--- src/rtl/sd_cmd_if.sv ---
// SD SPI-mode command engine: sends one 48-bit command, captures R1 and optionally one 512-byte block.
// Define SD_CMD_CRC_EN to generate CRC7 internally; otherwise cmd_crc is sent as supplied.
module sd_cmd_if #(
  parameter int CLK_DIV   = 2,
  parameter int RESP_TMO  = 64,
  parameter int TOKEN_TMO = 8192
) (
  input  logic        clk,
  input  logic        rst_n,
  input  logic        cmd_start,
  input  logic [5:0]  cmd_idx,
  input  logic [31:0] cmd_arg,
  input  logic [6:0]  cmd_crc,
  input  logic        rd_blk,
  output logic        busy,
  output logic        done,
  output logic [7:0]  resp,
  output logic        timeout,
  output logic [7:0]  rd_data,
  output logic        rd_valid,
  output logic        SD_CLK,
  output logic        SD_CS_n,
  output logic        SD_MOSI,
  input  logic        SD_MISO
);

  typedef enum logic [2:0] {
    IDLE, SEND, WAIT_R1, RECV_R1, WAIT_TOK, RECV_DAT, RECV_CRC, FIN
  } state_t;

  state_t      state_q, state_d;
  logic [7:0]  div_q, div_d;
  logic        sclk_q, sclk_d;
  logic        mosi_q, mosi_d;
  logic [15:0] cnt_q, cnt_d;
  logic [9:0]  byte_q, byte_d;
  logic [7:0]  sh_q, sh_d;
  logic [47:0] frame_q, frame_d;
  logic        rd_blk_q, rd_blk_d;
  logic [7:0]  resp_q, resp_d;
  logic        timeout_q, timeout_d;
  logic [7:0]  rd_data_q, rd_data_d;
  logic        rd_valid_q, rd_valid_d;
  logic [6:0]  crc7;

`ifdef SD_CMD_CRC_EN
  function automatic logic [6:0] crc7_f(input logic [39:0] d);
    logic [6:0] c;
    logic       fb;
    c = '0;
    for (int i = 39; i >= 0; i--) begin
      fb = d[i] ^ c[6];
      c  = {c[5:0], 1'b0};
      if (fb) c = c ^ 7'h09;
    end
    return c;
  endfunction

  logic unused_cmd_crc;
  assign unused_cmd_crc = ^cmd_crc;
  assign crc7 = crc7_f({2'b01, cmd_idx, cmd_arg});
`else
  assign crc7 = cmd_crc;
`endif

  logic       active, tick, rise, fall;
  logic [7:0] sample_byte;

  // SD_CLK only runs while bits are moving; every exit to FIN happens on a rising edge, so it parks high.
  assign active      = (state_q != IDLE) && (state_q != FIN);
  assign tick        = active && (div_q == 8'(CLK_DIV - 1));
  assign rise        = tick && !sclk_q;
  assign fall        = tick && sclk_q;
  assign sample_byte = {sh_q[6:0], SD_MISO};

  always_ff @(posedge clk or negedge rst_n) begin
    if (!rst_n) begin
      state_q    <= IDLE;
      div_q      <= '0;
      sclk_q     <= 1'b1;
      mosi_q     <= 1'b1;
      cnt_q      <= '0;
      byte_q     <= '0;
      sh_q       <= 8'hFF;
      frame_q    <= '0;
      rd_blk_q   <= 1'b0;
      resp_q     <= 8'hFF;
      timeout_q  <= 1'b0;
      rd_data_q  <= '0;
      rd_valid_q <= 1'b0;
    end else begin
      state_q    <= state_d;
      div_q      <= div_d;
      sclk_q     <= sclk_d;
      mosi_q     <= mosi_d;
      cnt_q      <= cnt_d;
      byte_q     <= byte_d;
      sh_q       <= sh_d;
      frame_q    <= frame_d;
      rd_blk_q   <= rd_blk_d;
      resp_q     <= resp_d;
      timeout_q  <= timeout_d;
      rd_data_q  <= rd_data_d;
      rd_valid_q <= rd_valid_d;
    end
  end

  always_comb begin
    state_d    = state_q;
    div_d      = 8'd0;
    sclk_d     = 1'b1;
    mosi_d     = mosi_q;
    cnt_d      = cnt_q;
    byte_d     = byte_q;
    sh_d       = sh_q;
    frame_d    = frame_q;
    rd_blk_d   = rd_blk_q;
    resp_d     = resp_q;
    timeout_d  = timeout_q;
    rd_data_d  = rd_data_q;
    rd_valid_d = 1'b0;

    if (active) begin
      div_d  = tick ? 8'd0 : div_q + 8'd1;
      sclk_d = tick ? ~sclk_q : sclk_q;
    end

    if (fall) begin
      mosi_d = (state_q == SEND) ? frame_q[47] : 1'b1;
      if (state_q == SEND) begin
        frame_d = {frame_q[46:0], 1'b1};
        cnt_d   = cnt_q + 16'd1;
      end
    end

    case (state_q)
      IDLE: begin
        if (cmd_start) begin
          state_d   = SEND;
          frame_d   = {2'b01, cmd_idx, cmd_arg, crc7, 1'b1};
          rd_blk_d  = rd_blk;
          timeout_d = 1'b0;
          cnt_d     = '0;
          byte_d    = '0;
        end
      end
      SEND: begin
        if (rise && cnt_q == 16'd48) begin
          state_d = WAIT_R1;
          cnt_d   = '0;
        end
      end
      WAIT_R1: begin
        if (rise) begin
          if (!SD_MISO) begin
            sh_d    = sample_byte;
            state_d = RECV_R1;
            cnt_d   = '0;
          end else if (cnt_q == 16'(RESP_TMO - 1)) begin
            resp_d    = 8'hFF;
            timeout_d = 1'b1;
            state_d   = FIN;
          end else begin
            cnt_d = cnt_q + 16'd1;
          end
        end
      end
      RECV_R1: begin
        if (rise) begin
          sh_d = sample_byte;
          if (cnt_q == 16'd6) begin
            resp_d = sample_byte;
            cnt_d  = '0;
            if (rd_blk_q && sample_byte == 8'h00) begin
              state_d = WAIT_TOK;
              sh_d    = 8'hFF;
            end else begin
              state_d = FIN;
            end
          end else begin
            cnt_d = cnt_q + 16'd1;
          end
        end
      end
      WAIT_TOK: begin
        if (rise) begin
          sh_d = sample_byte;
          if (sample_byte == 8'hFE) begin
            state_d = RECV_DAT;
            cnt_d   = '0;
            byte_d  = '0;
          end else if (cnt_q == 16'(TOKEN_TMO - 1)) begin
            timeout_d = 1'b1;
            state_d   = FIN;
          end else begin
            cnt_d = cnt_q + 16'd1;
          end
        end
      end
      RECV_DAT: begin
        if (rise) begin
          sh_d = sample_byte;
          if (cnt_q == 16'd7) begin
            cnt_d      = '0;
            rd_data_d  = sample_byte;
            rd_valid_d = 1'b1;
            if (byte_q == 10'd511) state_d = RECV_CRC;
            else                   byte_d  = byte_q + 10'd1;
          end else begin
            cnt_d = cnt_q + 16'd1;
          end
        end
      end
      RECV_CRC: begin
        if (rise) begin
          if (cnt_q == 16'd15) state_d = FIN;
          else                 cnt_d   = cnt_q + 16'd1;
        end
      end
      FIN:     state_d = IDLE;
      default: state_d = IDLE;
    endcase
  end

  assign busy     = (state_q != IDLE);
  assign done     = (state_q == FIN);
  assign SD_CS_n  = (state_q == IDLE);
  assign SD_CLK   = sclk_q;
  assign SD_MOSI  = mosi_q;
  assign resp     = resp_q;
  assign timeout  = timeout_q;
  assign rd_data  = rd_data_q;
  assign rd_valid = rd_valid_q;

endmodule

--- config.mk ---
export PLATFORM = sky130hd
export DESIGN_NAME = sd_cmd_if
export DESIGN_NICKNAME = d
export VERILOG_FILES = /design/src/rtl/sd_cmd_if.sv
export SDC_FILE = /design/constraint.sdc
export NUM_CORES = 1
export LEC_CHECK = 0
export ABC_AREA = 1
export CAP_MARGIN = 20
export CORE_AREA = 2 2 144 146
export DETAILED_ROUTE_END_ITERATION = 16
export DIE_AREA = 0 0 146 148
export REMOVE_ABC_BUFFERS = 1
export SYNTH_ARGS = -nofsm -noshare
export SYNTH_HDL_FRONTEND = slang
export SYNTH_SLANG_ARGS = --single-unit
--- constraint.sdc ---
create_clock -name clk -period 1.9 [get_ports clk]
set_clock_uncertainty 0.2 [all_clocks]
set_input_delay 0.38 -clock clk [delete_from_list [all_inputs] [get_ports clk]]
set_output_delay 0.38 -clock clk [all_outputs]
set_load 0.05 [all_outputs]
* Yosys cells after proc, flatten, opt, wreduce, memory -nomap -nowiden
Index checks and enable logic that the tools add are counted.
Storage, ports and cells: register bits 113, bits in latches 0, bits in writable memories 0, memory bits (read-only) 0, input port bits 50, output and inout bits 23, logic and storage cells 152, memories 0
Cells by class: $add $sub $neg 3, multipliers 0, divide/modulo/power cells 0, order comparisons 0, equality and inequality tests 39, shift-type cells 0, muxes and demuxes 74, bitwise gates (word level) 1, reductions and logical operators 22
Operators with widths (count):
- 16-bit 2-to-1 mux | 16
- 48-bit 2-to-1 mux | 4
- 16-bit case mux with 7 select lines | 1
- 10-bit 2-to-1 mux | 6
- 8-bit 2-to-1 mux | 7
- 3-bit 2-to-1 mux | 15
- 7-bit 2-to-1 mux | 6
- 2-bit inequality test, second input constant | 17
- 16-bit by 3-bit equality test with 1-bit output, second input constant | 2
- 16-bit by 6-bit equality test with 1-bit output, second input constant | 2
- 10-bit case mux with 3 select lines | 1
- 3-bit case mux with 8 select lines | 1
- 7-bit case mux with 3 select lines | 1
- 16-bit by 1-bit adder with 16-bit output, second input constant | 1
- 16-bit by 13-bit equality test with 1-bit output, second input constant | 1
- 16-bit by 4-bit equality test with 1-bit output, second input constant | 1
- 8-bit case mux with 2 select lines | 1
- 1-bit 2-to-1 mux | 13
- 13-bit AND reduction | 1
- 3-bit equality test, second input constant | 4
- 3-bit nonzero test | 4
- 10-bit by 1-bit adder with 10-bit output, second input constant | 1
- 10-bit by 9-bit equality test with 1-bit output, second input constant | 1
- 3-bit inequality test, second input constant | 3
- 21 further kinds | 29

* Depth between registers and ports, before layout
depth in word-level cells 9, mapped depth 14, gate-level depth less buffers 13

* Worst setup path before layout
Ideal clock, no wire load.
path type register to register, start point register state_q[0], end point register cnt_q[13], setup time 130 ps, data arrival time 1782 ps, required time 1570 ps, slack -212 ps, cell stages (with the launch flop) 11, path buffers 2, period minus slack after synthesis 2112 ps, cell sequence dfrtp_1 buf_2 nor2_2 nand2_4 inv_2 nor2_8 nand3_4 clkbuf_1 nand3_1 o211ai_1 nand3_1
On the way: word-level cells in the longest chain between the ends 9, elaborated cells between the ends (all ways) 29, classes of those cells 7 x eq/ne; 15 x mux; 7 x reduce/logical
Ends and longest elaborated chain:
- start, declared | RTL line 31 | state_t state_q, state_d;
- start signal, assigned | RTL line 92 | state_q <= state_d;
- 3-bit nonzero test *
- named net busy | RTL line 15 | output logic busy,
- 1-bit logical AND * | RTL line 70 | assign active = (state_q != IDLE) && (state_q != FIN);
- 1-bit logical AND * | RTL line 71 | assign tick = active && (div_q == 8'(CLK_DIV - 1));
- 1-bit logical AND | RTL line 73 | assign fall = tick && sclk_q;
- 16-bit 2-to-1 mux | RTL line 128 | if (fall) begin
- 16-bit 2-to-1 mux (on tied branches) | RTL line 192, 159
- 16-bit 2-to-1 mux (on tied branches) | RTL line 188, 155
- 16-bit 2-to-1 mux (on tied branches) | RTL line 186, 154
- 16-bit case mux with 7 select lines * | RTL line 136 | case (state_q)
- named net cnt_d[13] | RTL line 35 | logic [15:0] cnt_q, cnt_d;
- end signal, assigned | RTL line 96 | cnt_q <= cnt_d;
- end, declared | RTL line 35
The timed path passes the listed nets; every way through them passes the cells marked *. A chain may end at the register's enable or synchronous reset.

* Final worst setup path
start point register div_q[1], end point register frame_q[1]
On the way: word-level cells in the longest chain between the ends 6
Ends and longest elaborated chain:
- start, declared | RTL line 32 | logic [7:0] div_q, div_d;
- start signal, assigned | RTL line 93 | div_q <= div_d;
- 8-bit by 1-bit equality test with 1-bit output * | RTL line 71
- 1-bit logical AND * | RTL line 71
- 1-bit logical AND * | RTL line 73
- 48-bit 2-to-1 mux * | RTL line 128
- 48-bit 2-to-1 mux | RTL line 138 | if (cmd_start) begin
- 48-bit 2-to-1 mux * | RTL line 136
- named net frame_d[1] | RTL line 38 | logic [47:0] frame_q, frame_d;
- end signal, assigned | RTL line 99 | frame_q <= frame_d;
- end, declared | RTL line 38
Marked as above.

==> flow_summary.json <==
{
  "synth_top_cell_area_share_pct": 33.9,
  "power_mw": 15.9,
  "ant_nets": 0,
  "grt_pass1_wl_um": 36300,
  "fmax_ghz": 0.467,
  "endpoint": "frame_q[1]$_DFF_PN0_",
  "comb_power_share_pct": 56.4,
  "hold_viol_final": 0,
  "vias": 7719,
  "startpoint": "div_q[1]$_DFF_PN0_",
  "worstMarginPinSlew_ps": 420,
  "cp_num_cells": 13,
  "final_common_cell": "nand2_1",
  "drc": 0,
  "dp_hpwl_um": 15200,
  "peakVddDrop_v": 0.000750,
  "clock-sinks": 113,
  "ys_warn_count": 0,
  "cts_htree_levels": 4,
  "port-buffer-count": 72,
  "netlist_top_cells_area": "dfrtp_1 (34%), nand2_1 (17%), nand3_1 (8.2%)",
  "fin_setup_tns_ps": -14770,
  "final_cell_mix": "nand2_1 (280), buf_4 (157), inv_1 (105)",
  "p_leak_nw": 5.47,
  "tritoncts": "done",
  "setup_slack_ps": -242,
  "design.core.area_um2": 20000,
  "drive_above_1_share_pct": 32.7,
  "gp_congestion": 0.905,
  "switching_share_pct": 42.4,
  "overflow": 0,
  "crit_path_end_kind": "register",
  "drt-pass1-iter-count": 5,
  "viasPerCell": 4.90,
  "clock_power_share_pct": 19.7,
  "cts_made_buffers": 17,
  "die-height_um": 148,
  "p_int_mw": 9.18,
  "critPathLaunchType": "register",
  "rsz0062_at_grt": "yes",
  "ys_ff_latch": 113,
  "arrival_ps": 2260,
  "syn2layout_area_growth_pct": 57.0,
  "clk_latency_ps": 420,
  "worst_path_largest_cell_delay_ps": 390,
  "ys.flop_type": "dfrtp_1",
  "grt_max_degree": 35,
  "ios": 73,
  "clk_path_buf_depth": 2,
  "drv_cap": 0,
  "fill_cells": 1873,
  "nets": 1348,
  "wl_um": 22300,
  "failed_checks": "setup timing",
  "fp.dieW_um": 146,
  "slew_headroom_pct": 71.7,
  "yosysSeqAreaShare_pct": 40.2,
  "path_delay_family": "buffers and inverters",
  "setup_violations": 99,
  "rows": 52,
  "worstReg2RegStart": "div_q[1]$_DFF_PN0_",
  "synth_cell_type_count": 36,
  "ctsRootBufferMaster": "clkbuf_16",
  "grt_antenna_before_repair": 0,
  "r2r_cells": 13,
  "final_cells": 1575,
  "critPathKind": "register to register",
  "clk_pin_slew_ps": 60,
  "status": "complete, but fails checks",
  "stdcell_area_um2": 11100,
  "finalCritPeriodShare_pct": 113,
  "post-place-ws_ps": -411,
  "grt_usage_pct": 20.7,
  "fin_crit_ps": 2140,
  "worstPathRequired_ps": 2020,
  "placed_area_um2": 9370,
  "drt_iter0_markers": 399,
  "crit_slowest_cell": "dfrtp_1",
  "regToRegSetupSlack_ps": -240,
  "r2r-end": "frame_q[1]$_DFF_PN0_",
  "hp-class": "primary input to asynchronous set/reset pin",
  "seqPwrFrac_pct": 23.9,
  "yosys.area.top_type": "dfrtp_1",
  "crit_buf_inv": 6,
  "crit_chain": "inv_2, ha_4, nand3_4, nor2_4, buf_6, nand3_4, buf_4, buf_6, buf_12, nand2_1, o211ai_1, o21ai_1, inv_1",
  "initial_core_util_pct": 35.4,
  "synth_edf_count": 0,
  "synth_area_um2": 7090,
  "final_util_pct": 55.6,
  "crit_path_max_fanout": 17,
  "dieArea_um2": 21600,
  "power.density_nw_per_um2": 1430,
  "grt_pass1_vias": 7550,
  "wire_per_inst_um": 14.2,
  "avgSynthCellArea_um2": 6.81,
  "dp.cells": 1499,
  "synth-async-reset-ratio_pct": 100,
  "power_switching_mw": 6.76,
  "num_antenna_cells": 0,
  "slew_viol_final": 0,
  "whs_ps": 249,
  "syn-instance-count": 1042
}
state kept, by name (all words and copies together) (netlist names):
name and count:
rd_valid 1, frame_q 48, state_q 3, rd_data 8
SD_MOSI 1, sh_q 7, rd_blk_q 1, div_q 8
resp 8, SD_CLK 1, cnt_q 16, byte_q 10
timeout 1
metal layers:
layer / vias to the layer above / GRT usage, % / wire length [um]
met5: - / 0 / 0
met4: 0 / 6.75 / 527
met3: 45 / 4.51 / 1220
met2: 226 / 35.0 / 10800
met1: 3599 / 26.4 / 9750
li1: 3849 / - / -
how the worst min path moves through the flow:
stage / start / endpoint / slack, ps / depth (start not counted)
6_report: rst_n / rd_data[1]$_DFFE_PN0P_ / 250 / 2
4_1_cts: rst_n / rd_valid$_DFF_PN0_ / 260 / 2
3_3_place_gp: rst_n / rd_data[0]$_DFFE_PN0P_ / 150 / 1
2_1_floorplan: rst_n / byte_q[0]$_DFFE_PN0P_ / -120 / 0
5_1_grt: rst_n / rd_valid$_DFF_PN0_ / 280 / 2
3_5_place_dp: rst_n / rd_data[0]$_DFFE_PN0P_ / 150 / 1
layout make-up:
class / count / area (um2) / area share [%]
Clock buffer: 19 / 443 / 3.98
Clock inverter: 13 / 128 / 1.15
Inverter: 124 / 470 / 4.22
Multi-Input combinational cell: 767 / 4220 / 37.9
Sequential cell: 113 / 2850 / 25.6
Tap cell: 270 / 338 / 3.03
Timing Repair Buffer: 269 / 2680 / 24.1
power by group through the flow:
stage	clock network, mW	logic, mW	registers (mW)
CTS	3.21	8.45	3.81
floorplan	0	3.86	3.95
global placement	0	7.13	3.75
global route	3.32	9.86	3.93
detailed placement	0	7.20	3.77
finish	3.14	8.99	3.82
synth_stat cells, drive strengths merged (2+ instances only):
library cell and instances:
buf 28, nand2 328, xor2 11, nor3b 3, nand3b 4, nor2 104, o211ai 8, inv 124
nand3 119, ha 6, o21ai 118, nor3 14, or2 2, clkbuf 11, nand4 13, xnor2 5
o221ai 5, dfstp 17, a21oi 24, dfrtp 96
cells by family (layout without fill, tap and decap cells):
family	after synthesis	in the layout	synth area share [%]
flip-flops	113	113	40.2
XOR/XNOR	16	16	1.98
adder cells (fa/ha/maj)	6	6	1.06
AND/OR/NAND/NOR	587	588	35.9
AO/OA/AOI/OAI	157	157	11.8
buffers and inverters	163	425	9.10
timing repair:
action                                 in CTS  in global routing
hold buffers                                1                  0
pin swaps                                  38                 27
endpoints found under the hold margin       9                  0
resized for setup                         129                 93
cloned                                      4                  2
setup buffers                              26                 12
setup endpoints to repair                 103                105
Power figures use the tool's default switching activity.
